==> src/rtl/kfps2kb_command_sequencer.sv <==
//------------------------------------------------------------------------------
// Module      : kfps2kb_command_sequencer
// Description : PS/2 host-to-keyboard command engine (reset FF / LED ED+state),
//               open-drain line drive, ACK/RESEND/timeout handling.
//               Optional resend retries: define KFPS2KB_CMD_RETRY_EN.
// Revision    : 1.0 - initial release
//------------------------------------------------------------------------------
`default_nettype none

module kfps2kb_command_sequencer #(
  parameter logic [15:0] INHIBIT_TIME = 16'd1000,
  parameter logic [19:0] OVER_TIME    = 20'd200000,
  parameter logic [1:0]  RETRY_LIMIT  = 2'd3
) (
  input  logic       clock,
  input  logic       reset,
  input  logic       device_clock,
  input  logic       device_data,
  output logic       device_clock_oe,
  output logic       device_data_oe,
  input  logic [7:0] rx_byte,
  input  logic       rx_valid,
  input  logic       reset_request,
  input  logic       led_request,
  input  logic [2:0] led_state,
  output logic       busy,
  output logic       done,
  output logic       error
);

  typedef enum logic [2:0] {
    S_IDLE      = 3'd0,
    S_INHIBIT   = 3'd1,
    S_TX        = 3'd2,
    S_TX_ACK    = 3'd3,
    S_WAIT_RESP = 3'd4,
    S_DONE      = 3'd5,
    S_ERROR     = 3'd6
  } state_t;

  localparam logic [1:0]  c_kind_reset   = 2'd0;
  localparam logic [1:0]  c_kind_ed      = 2'd1;
  localparam logic [1:0]  c_kind_led     = 2'd2;
  localparam logic [19:0] c_inhibit_last = {4'd0, INHIBIT_TIME} - 20'd1;

  state_t      r_state;
  state_t      w_next_state;
  logic        r_clk_meta, r_clk_sync, r_clk_last;
  logic        r_dat_meta, r_dat_sync;
  logic        r_pend_reset, r_pend_led;
  logic [1:0]  r_kind;
  logic [7:0]  r_shift;
  logic [2:0]  r_led_latched;
  logic [3:0]  r_bit_cnt;
  logic [19:0] r_count;
  logic        r_data_oe;
  logic        r_error;
  logic        w_fall;
  logic        w_timeout;
  logic        w_accept;
  logic        w_ack_ok;
  logic        w_fail;
  logic        w_can_retry;
  logic        w_tx_bit;
  logic        w_pending;

  assign w_fall    = r_clk_last & ~r_clk_sync;
  assign w_timeout = (r_count == OVER_TIME);
  assign w_pending = r_pend_reset | r_pend_led;

  always_comb begin
    w_tx_bit = 1'b1;
    if (r_bit_cnt < 4'd8)
      w_tx_bit = r_shift[r_bit_cnt[2:0]];
    else if (r_bit_cnt == 4'd8)
      w_tx_bit = ~^r_shift;
  end

  always_comb begin
    w_next_state = r_state;
    w_accept     = 1'b0;
    w_ack_ok     = 1'b0;
    w_fail       = 1'b0;
    case (r_state)
      S_IDLE: begin
        if (w_pending) begin
          w_accept     = 1'b1;
          w_next_state = S_INHIBIT;
        end
      end
      S_INHIBIT: begin
        if (r_count == c_inhibit_last)
          w_next_state = S_TX;
      end
      S_TX: begin
        if (w_fall) begin
          if (r_bit_cnt == 4'd9)
            w_next_state = S_TX_ACK;
        end else if (w_timeout) begin
          w_next_state = S_ERROR;
        end
      end
      S_TX_ACK: begin
        if (w_fall) begin
          if (!r_dat_sync)
            w_next_state = S_WAIT_RESP;
          else
            w_fail = 1'b1;
        end else if (w_timeout) begin
          w_next_state = S_ERROR;
        end
      end
      S_WAIT_RESP: begin
        if (rx_valid && rx_byte == 8'hFA) begin
          w_ack_ok     = 1'b1;
          w_next_state = (r_kind == c_kind_ed) ? S_INHIBIT : S_DONE;
        end else if (rx_valid && rx_byte == 8'hFE) begin
          w_fail = 1'b1;
        end else if (w_timeout) begin
          w_next_state = S_ERROR;
        end
      end
      S_DONE:  w_next_state = S_IDLE;
      S_ERROR: w_next_state = S_IDLE;
      default: w_next_state = S_IDLE;
    endcase
    if (w_fail)
      w_next_state = w_can_retry ? S_INHIBIT : S_ERROR;
  end

`ifdef KFPS2KB_CMD_RETRY_EN
  logic [1:0] r_retry;

  assign w_can_retry = (r_retry != RETRY_LIMIT);

  always_ff @(posedge clock or posedge reset) begin
    if (reset)
      r_retry <= 2'd0;
    else if (w_accept || w_ack_ok)
      r_retry <= 2'd0;
    else if (w_fail && w_can_retry)
      r_retry <= r_retry + 2'd1;
  end
`else
  logic w_unused_retry_limit;

  assign w_unused_retry_limit = |RETRY_LIMIT;
  assign w_can_retry          = 1'b0;
`endif

  always_ff @(posedge clock or posedge reset) begin
    if (reset)
      r_state <= S_IDLE;
    else
      r_state <= w_next_state;
  end

  // Sync flops idle high like the bus, so leaving reset never fakes a falling edge.
  always_ff @(posedge clock or posedge reset) begin
    if (reset) begin
      r_clk_meta <= 1'b1;
      r_clk_sync <= 1'b1;
      r_clk_last <= 1'b1;
      r_dat_meta <= 1'b1;
      r_dat_sync <= 1'b1;
    end else begin
      r_clk_meta <= device_clock;
      r_clk_sync <= r_clk_meta;
      r_clk_last <= r_clk_sync;
      r_dat_meta <= device_data;
      r_dat_sync <= r_dat_meta;
    end
  end

  always_ff @(posedge clock or posedge reset) begin
    if (reset) begin
      r_pend_reset  <= 1'b0;
      r_pend_led    <= 1'b0;
      r_kind        <= c_kind_reset;
      r_shift       <= 8'h00;
      r_led_latched <= 3'd0;
      r_bit_cnt     <= 4'd0;
      r_count       <= 20'd0;
      r_data_oe     <= 1'b0;
      r_error       <= 1'b0;
    end else begin
      // Our own inhibit pulls the clock low; that edge must not restart the inhibit count.
      if (w_next_state != r_state || (w_fall && r_state != S_INHIBIT))
        r_count <= 20'd0;
      else if (~&r_count)
        r_count <= r_count + 20'd1;

      if (w_accept) begin
        r_kind  <= r_pend_reset ? c_kind_reset : c_kind_ed;
        r_shift <= r_pend_reset ? 8'hFF : 8'hED;
        if (!r_pend_reset)
          r_led_latched <= led_state;
      end else if (w_ack_ok && r_kind == c_kind_ed) begin
        r_kind  <= c_kind_led;
        r_shift <= {5'b00000, r_led_latched};
      end

      if (r_state != S_TX && w_next_state == S_TX) begin
        r_bit_cnt <= 4'd0;
        r_data_oe <= 1'b1;
      end else if (r_state == S_TX && w_fall) begin
        if (r_bit_cnt != 4'd9)
          r_bit_cnt <= r_bit_cnt + 4'd1;
        r_data_oe <= ~w_tx_bit;
      end

      if (w_accept)
        r_error <= 1'b0;
      else if (w_next_state == S_ERROR)
        r_error <= 1'b1;

      if (w_accept) begin
        if (r_pend_reset)
          r_pend_reset <= 1'b0;
        else
          r_pend_led <= 1'b0;
      end
      if (reset_request)
        r_pend_reset <= 1'b1;
      if (led_request)
        r_pend_led <= 1'b1;
    end
  end

  assign device_clock_oe = (r_state == S_INHIBIT);
  assign device_data_oe  = r_data_oe & (r_state == S_TX);
  assign done            = (r_state == S_DONE);
  assign error           = r_error;
  // Busy also covers the DONE/IDLE hop when a queued command is about to start.
  assign busy            = (r_state inside {S_INHIBIT, S_TX, S_TX_ACK, S_WAIT_RESP}) |
                           ((r_state == S_IDLE || r_state == S_DONE) & w_pending);

endmodule

`default_nettype wire
==> config.mk <==
export PLATFORM = sky130hd
export DESIGN_NAME = kfps2kb_command_sequencer
export DESIGN_NICKNAME = d
export VERILOG_FILES = /design/src/rtl/kfps2kb_command_sequencer.sv
export SDC_FILE = /design/constraint.sdc
export NUM_CORES = 1
export LEC_CHECK = 0
export BUFFER_PORTS_ARGS = -buffer_cell sky130_fd_sc_hd__buf_2
export CORE_ASPECT_RATIO = 2
export CORE_MARGIN = 1
export CORE_UTILIZATION = 45
export DETAILED_ROUTE_END_ITERATION = 10
export GPL_ROUTABILITY_DRIVEN = 0
export GPL_TIMING_DRIVEN = 0
export PLACE_DENSITY = 0.66
export REMOVE_ABC_BUFFERS = 1
export SETUP_SLACK_MARGIN = 0.2
export SYNTH_ARGS = -nofsm -noshare
export SYNTH_HDL_FRONTEND = slang
export SYNTH_SLANG_ARGS = --single-unit
==> constraint.sdc <==
create_clock -name clock -period 2.7 [get_ports clock]
set_input_delay 0.675 -clock clock [delete_from_list [all_inputs] [get_ports clock]]
set_output_delay 0.675 -clock clock [all_outputs]
set_load 0.01 [all_outputs]
==> impl_metrics.yaml <==
run_status:
  status: "finished clean"
floorplan:
  start_util_pct: 46.89
  coreArea_sq_um: 5468
  design.die.area_sq_um: 6021
  ios: 23
  fp.dieW_um: 55.37
  rows: 38
  die_height_um: 108.7
power:
  powerDensity_nw_per_um2: 380.7
  ir_drop_uv: 377.6
  p_leak_nw: 1.376
routing:
  met2_length_mm: 3.657
  final_antenna_net_count: 0
  avgRoutedWirePerCell_um: 17.16
  drc: 0
  viasPerCell: 6.027
  dr.max_layer_used: "met4"
  drt_wl_total_mm: 6.383
  met1_length_mm: 2.154
  wl_met3_um: 263
  num_vias: 2242
  drtPass1Iterations: 4
  drtIter0Drc: 94
sta:
  rsz0062_at_grt: "true"
  clock.fmax_mhz: 402.3
  maxSlewHeadroom_pct: 58.34
  finalSetupTns_ps: 0
  clock_skew_ps: 15.21
  worst_slew_pin_slew_ps: 621.4
  final_hold_viol_count: 0
  slew_viol_final: 0
  finalCritPeriodShare_pct: 92.06
  min_period_ps: 2485
  setup_violations: 0
cts:
  path_clk_slew_ps: 90
  h-tree-depth: 2
  clock_sinks: 46
  cts_tree: "done"
  clockBufferDepth: 2
  insertion_delay_ps: 310
  root_buffer: "clkbuf_8"
  numCtsBuffers: 5
  cts_hold_buf: 0
synth:
  synth_edf_count: 0
  synth_xor_area_share_pct: 7.174
  synthArstFlopShare_pct: 100.0
  synth.area.mux_share_pct: 2.977
  synth.avg_cell_area_sq_um: 9.391
  yosysSeqAreaShare_pct: 45.14
  synth_area_sq_um: 2564
  synth-simple-area-share_pct: 27.92
  synth_top_family_by_area: "simple AND/OR/NAND/NOR gates"
  synth_compound_area_share_pct: 11.47
  synth_warnings: 0
  synth_flop_cell: "dfrtp_1"
  yosys.area_share.adder_pct: 2.440
  syn_inst: 273
  ys_seq_elements: 46
  synth_cell_types: 56
critical_path:
  critPathKind: "reg -> reg"
  worstPathRequired_ps: 2920
  worstPathArrival_ps: 2710
  critPathCaptureType: "register"
  critPathMaxFanout: 11
  startpoint_type: "register"
global_route:
  antenna_found_initial: 0
  grt_max_degree: 36
  grt.total_usage_pct: 22.36
  grt_pass1_vias: 2214
  gr-total-overflow: 0
  grt_first_pass_wirelength_mm: 10.47
placed_design:
  dp.final_hpwl_mm: 4.235
  dpl-instance-area_sq_um: 2758
  io_buffers: 22
job:
  cap_viol_max_count: 0
finish:
  multi_input_area_sq_um: 1464
  n_antenna_cell: 0
  area_growth_pct: 20.69
  nNetsFinal: 334
  fillCellCount: 505
  regArea_sq_um: 1164
  layout-drive-gt1-share_pct: 24.68
  final_cell_area_sq_um: 3094
min_path:
  min_path_type: "in -> async"
what timing repair did:
| item | 4_1_cts | 5_1_grt |
|---|---|---|
| pin swaps | 3 | 3 |
| gates resized for setup | 8 | 7 |
| setup endpoints to repair | 20 | 21 |
| setup buffers | 4 | 9 |
| gates cloned | 2 | 0 |
cells in the mapped netlist, drive strengths merged (3+ instances only):
cell type	count	area, sq um
a21oi	5	25.02
dfrtp	41	1026
nor4	3	31.28
mux2	3	33.78
clkbuf	4	15.01
nor3	14	80.08
nor2	41	153.9
o21ai	10	50.04
nand4	8	50.05
dfstp	5	131.4
xnor2	8	70.07
nand3	11	55.05
nand2b	7	43.79
xor2	13	113.9
a31o	3	26.28
a221oi	3	32.53
and3	7	43.79
nand2	25	96.35
buf	3	13.76
and4	5	43.79
inv	12	45.04
ha	5	62.56
cell type report:
cell class | instances | area share [%]
multi-input combinational | 210 | 47.31
clock inverter | 3 | 0.6874
sequential | 46 | 37.61
clock buffer | 5 | 2.224
inverter | 12 | 1.456
timing repair buffer | 36 | 8.290
tap | 60 | 2.426
per-layer routing:
metal,up-vias,global-route usage [%]
li1,1055,-
met1,1084,21.57
met2,78,43.98
met3,25,3.321
met4,0,12.50
met5,-,0
state kept, by name, indices dropped and copies added (netlist names), 2 cells and up:
signal / count
r_led_latched: 3
r_shift: 5
r_kind: 2
r_count: 20
r_bit_cnt: 4
r_state: 3
worst paths after layout:
| check | from | slack, ps | cells after the start | end |
|---|---|---|---|---|
| hold reg to reg | r_dat_meta | 350 | 0 | r_dat_sync |
| min in group clock | r_dat_meta | 350 | 0 | r_dat_sync |
| setup reg to reg | r_state[1] | 210 | 8 | r_count[16] |
| setup / recovery | r_state[1] | 210 | 8 | r_count[16] |
| max in group asynchronous | reset | 1860 | 3 | r_dat_meta |
| hold / removal | reset | 310 | 2 | r_count[13] |
placed cells by master (no fill, tap or decap), types with 3 or more instances in the layout:
cell type / n
a21oi_1: 5
a31o_2: 3
and3_1: 7
and4_1: 5
buf_12: 3
buf_2: 22
buf_4: 10
clkbuf_8: 5
dfrtp_1: 38
dfstp_2: 5
ha_1: 5
inv_1: 11
mux2_2: 3
nand2_1: 24
nand2b_1: 7
nand3_1: 11
nand4_1: 8
nor2_1: 41
nor3_1: 10
nor3_2: 4
o21ai_0: 9
o311ai_4: 3
xnor2_1: 8
xor2_1: 13
worst max-delay path: stages (launching register included):
cell      delay, ps
dfrtp_1         520
or3b_1          490
o41ai_1         240
a21bo_2         280
a221oi_4        250
buf_4           170
o311ai_4         90
buf_12          190
nor3_2          160
power breakdown:
group	leakage, nW	internal [mW]	switching (mW)
Combinational	0.773	0.0177	0.0248
Sequential	0.559	0.699	0.00542
Clock	0.0441	0.182	0.248
Total	1.38	0.899	0.279
stage by stage:
| stage | worst slack, ps | std cells | hold WS (ps) | total power, mW | util (%) |
|---|---|---|---|---|---|
| finish | 214.5 | 372 | 308.4 | 1.178 | 56.59 |
| floorplan | -185.9 | 266 | 345.2 | 0.7375 | - |
| detailed placement | -99.85 | 349 | 347.8 | 0.7621 | 50.43 |
| global route | 143.5 | 372 | 314.4 | 1.229 | 56.59 |
| CTS | 208.8 | 363 | 310.0 | 1.196 | 54.37 |
| global placement | -1236 | 348 | 346.2 | 0.7570 | 49.75 |
kinds of logic after synthesis:
kind of cell,after synthesis
compound gates,40
fa+ha+maj,5
buf+inv,19
simple gates,136
mux,6
xor+xnor,21
flops,46
Note: power is estimated with default switching activity, not from simulation.
